[src/rtl/data_mem_initiator_pkg.sv]
// data_mem_initiator_pkg: size codes, FSM encoding and response constants shared by the initiator.
package data_mem_initiator_pkg;
    localparam logic [1:0] SZ_BYTE = 2'b00;
    localparam logic [1:0] SZ_HALF = 2'b01;
    localparam logic [1:0] SZ_WORD = 2'b10;
    localparam logic [1:0] SZ_BAD  = 2'b11;
    localparam logic [2:0] ST_IDLE    = 3'd0;
    localparam logic [2:0] ST_RD_WAIT = 3'd1;
    localparam logic [2:0] ST_WR      = 3'd2;
    localparam logic [2:0] ST_RESP    = 3'd3;
    localparam logic [2:0] ST_ERR     = 3'd4;
    localparam logic [31:0] RSP_ZERO = 32'h0;
    function automatic logic misaligned(input logic [1:0] size, input logic [1:0] lsb);
        return size == SZ_BAD || (size == SZ_HALF && lsb[0]) || (size == SZ_WORD && lsb != 2'b00);
    endfunction
endpackage

[src/rtl/data_mem_initiator_if.sv]
// data_mem_initiator_if: CPU request/response handshake plus data-memory strobes.
interface data_mem_initiator_if;
    logic        req_valid;
    logic        req_ready;
    logic        req_write;
    logic [1:0]  req_size;
    logic        req_signed;
    logic [31:0] req_addr;
    logic [31:0] req_wdata;
    logic        rsp_valid;
    logic [31:0] rsp_rdata;
    logic        rsp_error;
    logic [31:0] data_memory_a;
    logic        data_memory_read;
    logic        data_memory_write;
    logic [31:0] data_memory_out_v;
    logic [31:0] data_memory_in_v;
    modport master (
        input  req_valid, req_write, req_size, req_signed, req_addr, req_wdata, data_memory_in_v,
        output req_ready, rsp_valid, rsp_rdata, rsp_error,
               data_memory_a, data_memory_read, data_memory_write, data_memory_out_v
    );
    modport slave (
        output req_valid, req_write, req_size, req_signed, req_addr, req_wdata, data_memory_in_v,
        input  req_ready, rsp_valid, rsp_rdata, rsp_error,
               data_memory_a, data_memory_read, data_memory_write, data_memory_out_v
    );
endinterface

[src/rtl/data_mem_initiator_lane_align.sv]
// mem_lane_align: load extract/extend and sub-word store merge on the low lanes of the memory word.
module mem_lane_align
    import data_mem_initiator_pkg::*;
(
    input  logic [1:0]  size,
    input  logic        sign_ext,
    input  logic [31:0] in_v,
    input  logic [31:0] wdata,
    output logic [31:0] rdata,
    output logic [31:0] merged
);
    assign rdata = size == SZ_BYTE ? {{24{sign_ext & in_v[7]}}, in_v[7:0]}
                 : size == SZ_HALF ? {{16{sign_ext & in_v[15]}}, in_v[15:0]} : in_v;
    assign merged = size == SZ_BYTE ? {in_v[31:8], wdata[7:0]}
                  : size == SZ_HALF ? {in_v[31:16], wdata[15:0]} : wdata;
endmodule

[src/rtl/data_mem_initiator.sv]
// data_mem_initiator: single-outstanding load/store initiator for the word-wide data memory.
// Strobes, address and response are registered from the next state so they change only on clk.
module data_mem_initiator
    import data_mem_initiator_pkg::*;
#(
    parameter int READ_LATENCY = 2,
    parameter int ADDR_WIDTH   = 16
) (
    input logic clk,
    input logic reset,
    data_mem_initiator_if.master bus
);
    localparam int CW = READ_LATENCY > 1 ? $clog2(READ_LATENCY) : 1;
    logic [2:0]    state, nxt;
    logic [CW-1:0] cnt;
    logic          write_q, signed_q, idle, bad, f_signed;
    logic [1:0]    size_q, f_size;
    logic [31:0]   addr_q, wdata_q, f_addr, f_wdata, rdata, merged;
    assign idle = state == ST_IDLE;
    assign bus.req_ready = idle & ~reset;
    assign f_size = idle ? bus.req_size : size_q;
    assign f_signed = idle ? bus.req_signed : signed_q;
    assign f_addr = idle ? bus.req_addr : addr_q;
    assign f_wdata = idle ? bus.req_wdata : wdata_q;
    assign bad = misaligned(bus.req_size, bus.req_addr[1:0]) || (bus.req_addr >> ADDR_WIDTH) != 0;
    // Word stores skip the read; sub-word stores read first so the untouched lanes survive.
    assign nxt = idle ? (!bus.req_valid ? ST_IDLE : bad ? ST_ERR
                         : bus.req_write && bus.req_size == SZ_WORD ? ST_WR : ST_RD_WAIT)
               : state == ST_RD_WAIT ? (cnt != '0 ? ST_RD_WAIT : write_q ? ST_WR : ST_RESP)
               : state == ST_WR ? ST_RESP : ST_IDLE;
    mem_lane_align u_lane (
        .size(f_size),
        .sign_ext(f_signed),
        .in_v(bus.data_memory_in_v),
        .wdata(f_wdata),
        .rdata(rdata),
        .merged(merged)
    );
    always_ff @(posedge clk) begin
        if (reset) begin
            state <= ST_IDLE;
            cnt <= '0;
            write_q <= 1'b0;
            signed_q <= 1'b0;
            size_q <= SZ_BYTE;
            addr_q <= RSP_ZERO;
            wdata_q <= RSP_ZERO;
            bus.data_memory_read <= 1'b0;
            bus.data_memory_write <= 1'b0;
            bus.data_memory_a <= RSP_ZERO;
            bus.data_memory_out_v <= RSP_ZERO;
            bus.rsp_valid <= 1'b0;
            bus.rsp_error <= 1'b0;
            bus.rsp_rdata <= RSP_ZERO;
        end else begin
            state <= nxt;
            if (idle && bus.req_valid) begin
                write_q <= bus.req_write;
                signed_q <= bus.req_signed;
                size_q <= bus.req_size;
                addr_q <= bus.req_addr;
                wdata_q <= bus.req_wdata;
            end
            cnt <= idle ? CW'(READ_LATENCY - 1) : cnt - CW'(cnt != '0);
            bus.data_memory_read <= nxt == ST_RD_WAIT;
            bus.data_memory_write <= nxt == ST_WR;
            bus.data_memory_a <= (nxt == ST_RD_WAIT || nxt == ST_WR) ? f_addr : RSP_ZERO;
            bus.data_memory_out_v <= nxt == ST_WR ? merged : RSP_ZERO;
            bus.rsp_valid <= nxt == ST_RESP || nxt == ST_ERR;
            bus.rsp_error <= nxt == ST_ERR;
            bus.rsp_rdata <= (state == ST_RD_WAIT && nxt == ST_RESP) ? rdata : RSP_ZERO;
        end
    end
endmodule

[src/flat_wrapper.sv]
// flat-port wrapper written by rule: the top's interface ports become plain ports
module data_mem_initiator_flat import data_mem_initiator_pkg::*;
#(
    parameter int READ_LATENCY = 2,
    parameter int ADDR_WIDTH   = 16
)
  (clk, reset, bus_req_valid, bus_req_write, bus_req_size, bus_req_signed, bus_req_addr, bus_req_wdata, bus_data_memory_in_v, bus_req_ready, bus_rsp_valid, bus_rsp_rdata, bus_rsp_error, bus_data_memory_a, bus_data_memory_read, bus_data_memory_write, bus_data_memory_out_v);
  data_mem_initiator_if bus_i ();
  input logic clk;
  input logic reset;
  input wire logic [$bits(bus_i.req_valid)-1:0] bus_req_valid;
  input wire logic [$bits(bus_i.req_write)-1:0] bus_req_write;
  input wire logic [$bits(bus_i.req_size)-1:0] bus_req_size;
  input wire logic [$bits(bus_i.req_signed)-1:0] bus_req_signed;
  input wire logic [$bits(bus_i.req_addr)-1:0] bus_req_addr;
  input wire logic [$bits(bus_i.req_wdata)-1:0] bus_req_wdata;
  input wire logic [$bits(bus_i.data_memory_in_v)-1:0] bus_data_memory_in_v;
  output wire logic [$bits(bus_i.req_ready)-1:0] bus_req_ready;
  output wire logic [$bits(bus_i.rsp_valid)-1:0] bus_rsp_valid;
  output wire logic [$bits(bus_i.rsp_rdata)-1:0] bus_rsp_rdata;
  output wire logic [$bits(bus_i.rsp_error)-1:0] bus_rsp_error;
  output wire logic [$bits(bus_i.data_memory_a)-1:0] bus_data_memory_a;
  output wire logic [$bits(bus_i.data_memory_read)-1:0] bus_data_memory_read;
  output wire logic [$bits(bus_i.data_memory_write)-1:0] bus_data_memory_write;
  output wire logic [$bits(bus_i.data_memory_out_v)-1:0] bus_data_memory_out_v;
  assign bus_i.req_valid = bus_req_valid;
  assign bus_i.req_write = bus_req_write;
  assign bus_i.req_size = bus_req_size;
  assign bus_i.req_signed = bus_req_signed;
  assign bus_i.req_addr = bus_req_addr;
  assign bus_i.req_wdata = bus_req_wdata;
  assign bus_i.data_memory_in_v = bus_data_memory_in_v;
  assign bus_req_ready = bus_i.req_ready;
  assign bus_rsp_valid = bus_i.rsp_valid;
  assign bus_rsp_rdata = bus_i.rsp_rdata;
  assign bus_rsp_error = bus_i.rsp_error;
  assign bus_data_memory_a = bus_i.data_memory_a;
  assign bus_data_memory_read = bus_i.data_memory_read;
  assign bus_data_memory_write = bus_i.data_memory_write;
  assign bus_data_memory_out_v = bus_i.data_memory_out_v;
  data_mem_initiator #(.READ_LATENCY(READ_LATENCY), .ADDR_WIDTH(ADDR_WIDTH)) u_core (.clk(clk), .reset(reset), .bus(bus_i));
endmodule
[config.mk]
export PLATFORM = sky130hd
export DESIGN_NAME = data_mem_initiator_flat
export DESIGN_NICKNAME = d
export VERILOG_FILES = /design/src/rtl/data_mem_initiator_pkg.sv /design/src/rtl/data_mem_initiator_if.sv /design/src/rtl/data_mem_initiator_lane_align.sv /design/src/rtl/data_mem_initiator.sv /design/src/flat_wrapper.sv
export SDC_FILE = /design/constraint.sdc
export NUM_CORES = 1
export LEC_CHECK = 0
export ABC_AREA = 1
export ABC_CLOCK_PERIOD_IN_PS = 1760
export CAP_MARGIN = 20
export CORE_MARGIN = 2
export CORE_UTILIZATION = 43
export CTS_BUF_LIST = sky130_fd_sc_hd__clkbuf_8
export CTS_CLUSTER_DIAMETER = 120
export DETAILED_ROUTE_END_ITERATION = 6
export PLACE_DENSITY = 0.85
export SLEW_MARGIN = 20
export SYNTH_ARGS = -nofsm -noshare
export SYNTH_HDL_FRONTEND = slang
export SYNTH_SLANG_ARGS = --single-unit
[constraint.sdc]
create_clock -name clk -period 1.76 [get_ports clk]
set_input_delay 0.528 -clock clk [delete_from_list [all_inputs] [get_ports clk]]
set_output_delay 0.528 -clock clk [all_outputs]
set_load 0.02 [all_outputs]
==> metrics.txt <==
# TYPE chip_impl_metric gauge
chip_impl_metric{name="power.share.sequential",unit=""} 0.516
chip_impl_metric{name="mappedNetlistArea",unit="µm²"} 6390
chip_impl_metric{name="vias",unit=""} 6431
chip_impl_metric{name="dp_hpwl",unit="µm"} 12700
chip_impl_metric{name="p_int",unit="mW"} 5.85
chip_impl_metric{name="htreeDepth",unit=""} 4
chip_impl_metric{name="synthXorXnorAreaFrac",unit=""} 0
chip_impl_metric{name="hold_slack",unit="ps"} 449
chip_impl_metric{name="cellPowerDensity",unit="nW/µm²"} 800
chip_impl_metric{name="portBuffers",unit=""} 203
chip_impl_metric{name="timing.final.crit_share",unit=""} 1.04
chip_impl_metric{name="peakVddDrop",unit="mV"} 0.620
chip_impl_metric{name="std_cell_rows",unit=""} 44
chip_impl_info{name="setup_repair_after_global_routing_missed_its_margin",value="true"} 1
chip_impl_info{name="status",value="complete, but fails checks"} 1
chip_impl_metric{name="p_sw_frac",unit=""} 0.256
chip_impl_metric{name="syn-instance-count",unit=""} 845
chip_impl_metric{name="postRouteWirelength",unit="µm"} 19900
chip_impl_metric{name="postLayoutSetupSlackWorst",unit="ps"} -79.0
chip_impl_info{name="critical_path.startpoint_type",value="flop"} 1
chip_impl_metric{name="post_synth_fa_ha_maj_area_fraction",unit=""} 0
chip_impl_metric{name="start_util",unit=""} 0.440
chip_impl_metric{name="antenna_violations_before_repair",unit=""} 1
chip_impl_info{name="layout_common_cells",value="nand2_1, dfxtp_1, a21oi_1"} 1
chip_impl_metric{name="drcViolationCount",unit=""} 0
chip_impl_info{name="failed_checks",value="setup timing"} 1
chip_impl_metric{name="gp_congestion",unit=""} 0.830
chip_impl_metric{name="first_pass_grt_wire_length",unit="µm"} 29400
chip_impl_metric{name="cp_data_arrival_time",unit="ps"} 2220
chip_impl_metric{name="layout-drive-gt1-share",unit=""} 0.149
chip_impl_info{name="crit_path_top_delay_cell",value="dfxtp_2"} 1
chip_impl_metric{name="fin_nets",unit=""} 1188
chip_impl_metric{name="crit_fanout",unit=""} 8
chip_impl_metric{name="floorplan.die.height",unit="µm"} 126
chip_impl_metric{name="cts_made_buffers",unit=""} 17
chip_impl_metric{name="floorplan.core_area",unit="µm²"} 14500
chip_impl_metric{name="ff2ff_setup_slack",unit="ps"} -80
chip_impl_metric{name="antenna_nets_post_route",unit=""} 0
chip_impl_metric{name="tightestPinTransition",unit="ps"} 524
chip_impl_info{name="critical_path_class",value="reg2reg"} 1
chip_impl_metric{name="synth_seq_cells",unit=""} 172
chip_impl_metric{name="drt-wirelength-per-cell",unit="µm"} 15.6
chip_impl_info{name="worstSetupEndpointType",value="flop"} 1
chip_impl_info{name="worst_hold_startpoint",value="u_core.addr_q[29]$_SDFFE_PP0P_"} 1
chip_impl_metric{name="clock-sinks",unit=""} 172
chip_impl_metric{name="finClkSkew",unit="ps"} 7.54
chip_impl_info{name="regToRegEndpoint",value="u_core.bus.rsp_rdata[23]$_SDFF_PP0_"} 1
chip_impl_metric{name="hold_viol_final",unit=""} 0
chip_impl_metric{name="maxSlewViolCount",unit=""} 0
chip_impl_metric{name="final-setup-viol-count",unit=""} 72
chip_impl_info{name="tritoncts",value="yes"} 1
chip_impl_metric{name="ctsLongestPathBuffers",unit=""} 2
chip_impl_info{name="worstHoldEndpoint",value="u_core.addr_q[29]$_SDFFE_PP0P_"} 1
chip_impl_metric{name="first_global_vias",unit=""} 5827
chip_impl_metric{name="clk-insertion-delay-late",unit="ps"} 450
chip_impl_metric{name="synth_fp_nets",unit=""} 948
chip_impl_metric{name="p_comb_frac",unit=""} 0.134
chip_impl_info{name="final_common_cell",value="nand2_1"} 1
chip_impl_info{name="ys_dominant_reg_cell",value="dfxtp_1"} 1
chip_impl_metric{name="synth_simple_gate_area_frac",unit=""} 0.152
chip_impl_metric{name="maxCapViolations",unit=""} 0
chip_impl_metric{name="clkTransAtPathRegs",unit="ps"} 90
chip_impl_metric{name="die-width",unit="µm"} 126
chip_impl_metric{name="grtUsageTotal",unit=""} 0.233
chip_impl_metric{name="power.leakage",unit="nW"} 4.68
chip_impl_metric{name="holdPathStages",unit=""} 2
chip_impl_metric{name="maximum_clock_frequency",unit="MHz"} 544
chip_impl_metric{name="post_synth_num_cell_types",unit=""} 24
chip_impl_metric{name="synth_compound_gate_area_share",unit=""} 0.211
chip_impl_metric{name="globalRouteOverflowTotal",unit=""} 0
chip_impl_metric{name="final.min_clock_period",unit="ps"} 1840
chip_impl_info{name="regToRegStartpoint",value="u_core.state[2]$_SDFF_PP0_"} 1
chip_impl_metric{name="total_switching_power",unit="mW"} 2.01
chip_impl_metric{name="synth-edff-count",unit=""} 0
chip_impl_metric{name="power_frac_clock",unit=""} 0.350
chip_impl_metric{name="synth.area.mux_share",unit=""} 0
chip_impl_info{name="clock_tree.root_cell",value="clkbuf_8"} 1
chip_impl_metric{name="syn-mean-instance-area",unit="µm²"} 7.56
chip_impl_metric{name="worst_ep_required_time",unit="ps"} 2140
chip_impl_metric{name="yosys_warnings",unit=""} 0
chip_impl_metric{name="drt_first_iter_violations",unit=""} 498
chip_impl_metric{name="floorplan.die_area",unit="µm²"} 15900
chip_impl_metric{name="number_of_cells_on_the_worst_reg_to_reg_path",unit=""} 11
chip_impl_metric{name="grt_start_max_net_pins",unit=""} 78
chip_impl_metric{name="firstDrtPassIters",unit=""} 7
chip_impl_metric{name="synth_seq_area_share",unit=""} 0.539
chip_impl_metric{name="power",unit="mW"} 7.86
chip_impl_metric{name="slowest_delay",unit="ps"} 350
chip_impl_metric{name="vias_per_cell",unit=""} 5.02
chip_impl_metric{name="area.growth.synth_to_final",unit="%"} 53.8
chip_impl_info{name="combinational_family_with_the_most_area_after_synthesis",value="compound AO/OA/AOI/OAI gates"} 1
chip_impl_metric{name="timing.slew.headroom",unit=""} 0.647
chip_impl_info{name="critical_path.cell_chain",value="nor2_4 > buf_6 > nand3_4 > inv_2 > nand2_4 > o21bai_4 > buf_4 > buf_4 > nand3_4 > clkbuf_16 > a21oi_1"} 1
chip_impl_info{name="hp-class",value="reg2reg"} 1
chip_impl_metric{name="io_pins",unit=""} 204
chip_impl_metric{name="post_synthesis_async_set_or_reset_flop_share",unit=""} 0
kinds of logic (layout without fill, tap and decap cells):
kind of cell,after synthesis,after routing
buffers and inverters,162,413
AOI/OAI and AO/OA,266,266
and+or+nand+nor,245,245
DFF,172,172
other,0,1
worst max-delay path by stage:
| stage | start | endpoint | slack, ps | cells past startpoint |
|---|---|---|---|---|
| after global placement | bus_req_addr[18] | u_core.bus.data_memory_a[29]$_SDFF_PP0_ | -540 | 9 |
| after CTS | u_core.state[1]$_SDFF_PP0_ | bus_req_ready | -80 | 4 |
| after floorplan | u_core.state[1]$_SDFF_PP0_ | bus_req_ready | 20 | 5 |
| final | u_core.state[2]$_SDFF_PP0_ | u_core.bus.rsp_rdata[23]$_SDFF_PP0_ | -80 | 11 |
| after global routing | u_core.state[2]$_SDFF_PP0_ | u_core.bus.data_memory_out_v[15]$_SDFF_PP0_ | -160 | 11 |
| after detailed placement | bus_req_addr[18] | u_core.bus.data_memory_a[29]$_SDFF_PP0_ | -610 | 9 |
worst max-delay path, delay by kind of cell, from the launching register on:
kind	cells	cell delay, ps
buf+inv	5	680
simple gates	4	430
flops	1	350
compound gates	2	300
per-stage QoR:
| step | setup WS [ps] | instances | setup TNS (ps) | instance area (µm²) | util |
|---|---|---|---|---|---|
| global route | -160 | 1281 | -10190 | 9830 | 0.676 |
| floorplan | 15.0 | 845 | 0 | 6390 | - |
| finish | -79.0 | 1281 | -2690 | 9830 | 0.676 |
| CTS | -78.4 | 1268 | -78.4 | 9490 | 0.653 |
| global placement | -537 | 1225 | -67110 | 8930 | 0.615 |
| detailed placement | -605 | 1225 | -73000 | 8930 | 0.615 |
area by class of cell:
type | count | area [µm²]
clock buffers | 20 | 275
well taps | 184 | 230
fillers | 1191 | 4700
multi-input cells | 511 | 2540
repair buffers | 276 | 2810
inverters | 107 | 409
diodes | 1 | 2.50
flip-flops and latches | 172 | 3450
clock inverters | 10 | 116
Yosys cell counts, types with 2 or more instances:
library cell | n | share of area
nor2_4 | 2 | 0.0035
nand2_1 | 191 | 0.11
a21oi_1 | 155 | 0.12
buf_2 | 8 | 0.0063
nand3_1 | 6 | 0.0047
o21ai_0 | 106 | 0.083
inv_1 | 106 | 0.062
dfxtp_1 | 172 | 0.54
clkbuf_1 | 45 | 0.026
nor2_1 | 40 | 0.023
power by group through the flow:
stage	sequential, mW	clock (mW)	combinational [mW]
floorplan	4.14	0	0.511
global placement	4.14	0	0.981
detailed placement	4.15	0	1.01
CTS	4.05	2.80	1.00
global route	4.07	2.97	1.17
finish	4.06	2.75	1.05
sequential cells by signal (all words and copies together), names as in the netlist:
register,flops
u_core.addr_q,32
u_core.bus.data_memory_a,32
u_core.bus.data_memory_out_v,32
u_core.bus.rsp_rdata,32
u_core.wdata_q,32
u_core.state,3
u_core.size_q,2
u_core.bus.data_memory_read,1
u_core.bus.data_memory_write,1
u_core.bus.rsp_error,1
u_core.bus.rsp_valid,1
u_core.cnt,1
u_core.signed_q,1
u_core.write_q,1
metal layers:
layer / vias up / wire (µm) / GRT usage
met5: - / 0 / 0
met4: 0 / 258 / 0.0653
met3: 28 / 1520 / 0.0629
met2: 263 / 10200 / 0.417
met1: 2963 / 7920 / 0.275
li1: 3177 / - / -
what timing repair did:
item | CTS | global route
setup endpoints to repair | 198 | 99
pin swaps | 20 | 8
gates resized for setup | 150 | 46
gates cloned | 5 | 5
setup buffers | 8 | 7
hold buffers | 0 | 0
Note: power is estimated with default switching activity, not from simulation.
==> variant (same settings) <==
`READ_LATENCY` is set to 2 in 2 places; all go to 1.
--- a/src/rtl/data_mem_initiator.sv
+++ b/src/rtl/data_mem_initiator.sv
@@ -3,7 +3,7 @@
 module data_mem_initiator
     import data_mem_initiator_pkg::*;
 #(
-    parameter int READ_LATENCY = 2,
+    parameter int READ_LATENCY = 1,
     parameter int ADDR_WIDTH   = 16
 ) (
     input logic clk,
--- a/src/flat_wrapper.sv
+++ b/src/flat_wrapper.sv
@@ -1,7 +1,7 @@
 // flat-port wrapper written by rule: the top's interface ports become plain ports
 module data_mem_initiator_flat import data_mem_initiator_pkg::*;
 #(
-    parameter int READ_LATENCY = 2,
+    parameter int READ_LATENCY = 1,
     parameter int ADDR_WIDTH   = 16
 )
   (clk, reset, bus_req_valid, bus_req_write, bus_req_size, bus_req_signed, bus_req_addr, bus_req_wdata, bus_data_memory_in_v, bus_req_ready, bus_rsp_valid, bus_rsp_rdata, bus_rsp_error, bus_data_memory_a, bus_data_memory_read, bus_data_memory_write, bus_data_memory_out_v);
Function: changed (Yosys sat finds a counterexample within 4 cycles, from zero or initial values and one cycle with reset high).
==> variant against the original RTL <==
- the run still ends with negative setup slack left
- cell count increased by 1.1%
- first-iteration DRC count decreased by 26%
- synthesized area increased by 1.3%
- total power increased by 2.0%
- maximum frequency increased by 2.3%
- worst setup slack improved by 42 ps
- sequential share of layout area increased by 0.71 points
- count of clock-buffer cells in the layout decreased by 1
- sequential cell count decreased by 1
- clock skew increased by 4.5 ps
- cell area decreased by 2.6%
- wire length decreased by 13%
- critical endpoint is now u_core.bus.data_memory_a[23]
==> variant: results (changes against the original RTL) <==
metric;value;unit;change
placedCellCount;1257;;+2.6%
track_usage;21.1;%;-2.2 points
yosysSeqAreaShare;52.9;%;-1.0 points
final_net_count;1200;;+1.0%
dp_slack;-606;ps;-0.141 ps
first_iter_violations;369;;-26%
fillers;1271;;+6.7%
dp_hpwl;11600;microns;-8.6%
status;complete, but fails checks;;
grt_pass1_wl;27200;microns;-7.7%
power_leakage;4.83;nW;+3.1%
syn_nets;981;;+3.5%
max_stage_delay;350;ps;about the same
drive_gt1_share;12.3;%;-2.6 points
hold_path_class;reg2reg;;
synth_cell_types;25;;+4.2%
critPathMaxFanout;25;;+17
grt_pass1_vias;5657;;-2.9%
peakVddDrop;567;uV;-8.6%
ys_async_sr_fraction;0;%;unchanged
path_delay_family;simple AND/OR/NAND/NOR gates;;
cp.arrival;2160;ps;-60 ps
htree_levels;4;;unchanged
setup_violations;31;;-57%
fin_ws;-36.9;ps;+42.1 ps
fin_skew;12.1;ps;+4.53 ps
cts_buffer_depth;2;;unchanged
start_util;44.2;%;+0.24 points
syn_inst;878;;+3.9%
routed_wl;17300;microns;-13%
violations;negative setup slack;;
cpMaxStageDelayCell;dfxtp_1;;
netlist_top_cells_count;nand2_1 (236), dfxtp_1 (171), inv_1 (126);;
via_per_inst;4.81;;-4.1%
place_congestion;0.865;;+4.2%
grt_max_degree;74;;-5.1%
yosys-top-cells-area;dfxtp_1 (53%), nand2_1 (14%), a21oi_1 (8.3%);;
relSlewSlack;79.9;%;+15 points
clk_pin_slew;90;ps;about the same
clockRootBuffer;clkbuf_8;;
port_buffers;203;;unchanged
wire_per_inst;13.4;microns;-14%
yosysWarnings;0;;unchanged
-- variant: cell count changes after synthesis, sizes merged, moves of 2 or more --
cell / change
buf: +11
nand2: +45
inv: +20
clkbuf: -15
nor2: +22
nor3: +2
nand3: -2
a21oi: -48
-- variant: power by group --
part	leakage (nW)	internal [mW]	switching, mW
logic	3.24	0.488	0.578
registers	1.39	3.99	0.0385
clock network	0.200	1.48	1.43
total	4.83	5.97	2.05
-- variant: cell type report --
type                            instances  share of cell area, %
Antenna cell                            1                 0.0261
Clock buffer                           19                   2.73
Clock inverter                         13                   1.75
Inverter                              128                   5.08
Multi-Input combinational cell        528                   26.3
Sequential cell                       171                   35.8
Tap cell                              184                   2.40
Timing Repair Buffer                  251                   26.0
-- variant: path summary, 6_finish.rpt --
kind                startpoint                           end  slack [ps]  cells after the start
max            u_core.state[1]  u_core.bus.data_memory_a[23]         -40                     12
min          u_core.addr_q[24]             u_core.addr_q[24]         450                      2
max reg2reg    u_core.state[1]  u_core.bus.data_memory_a[23]         -40                     12
min reg2reg  u_core.addr_q[24]             u_core.addr_q[24]         450                      2
-- variant: worst reg2reg max path, cell delays in order, from the launching register on --
cell,delay [ps]
dfxtp_1,350
nor2_4,120
nand2_4,80
buf_12,170
nor2_4,190
nand2_1,90
nor2_2,160
nor2_2,70
nand2_2,60
nand2_2,60
nand2_4,130
clkbuf_16,190
nor2_1,40
-- variant: repair_timing --
action                     4_1_cts  5_1_grt
pin swaps                        0       12
gates cloned                     1        2
hold endpoints to repair         0        0
setup endpoints to repair      189      117
resized for setup              110       67
setup buffers                    0        2
-- variant: metrics by stage --
stage / setup TNS [ps] / cell area, sq um
6_report: -661 / 9570
3_5_place_dp: -66040 / 8940
3_3_place_gp: -59900 / 8940
4_1_cts: -2630 / 9290
5_1_grt: -5600 / 9570
2_1_floorplan: 0 / 6470
-- variant: kinds of logic after synthesis --
logic type      Yosys count  synth area share (%)
flops                   171                  52.9
buf+inv                 179                  11.1
simple gates            311                  18.9
compound gates          217                  17.1
-- variant: metal layers --
metal,vias to the layer above,global-route usage (%),share of wire [%]
met5,-,0,0
met4,0,8.99,2.6
met3,35,5.57,7.5
met2,246,35.9,48
met1,2796,25.3,42
li1,3156,-,-
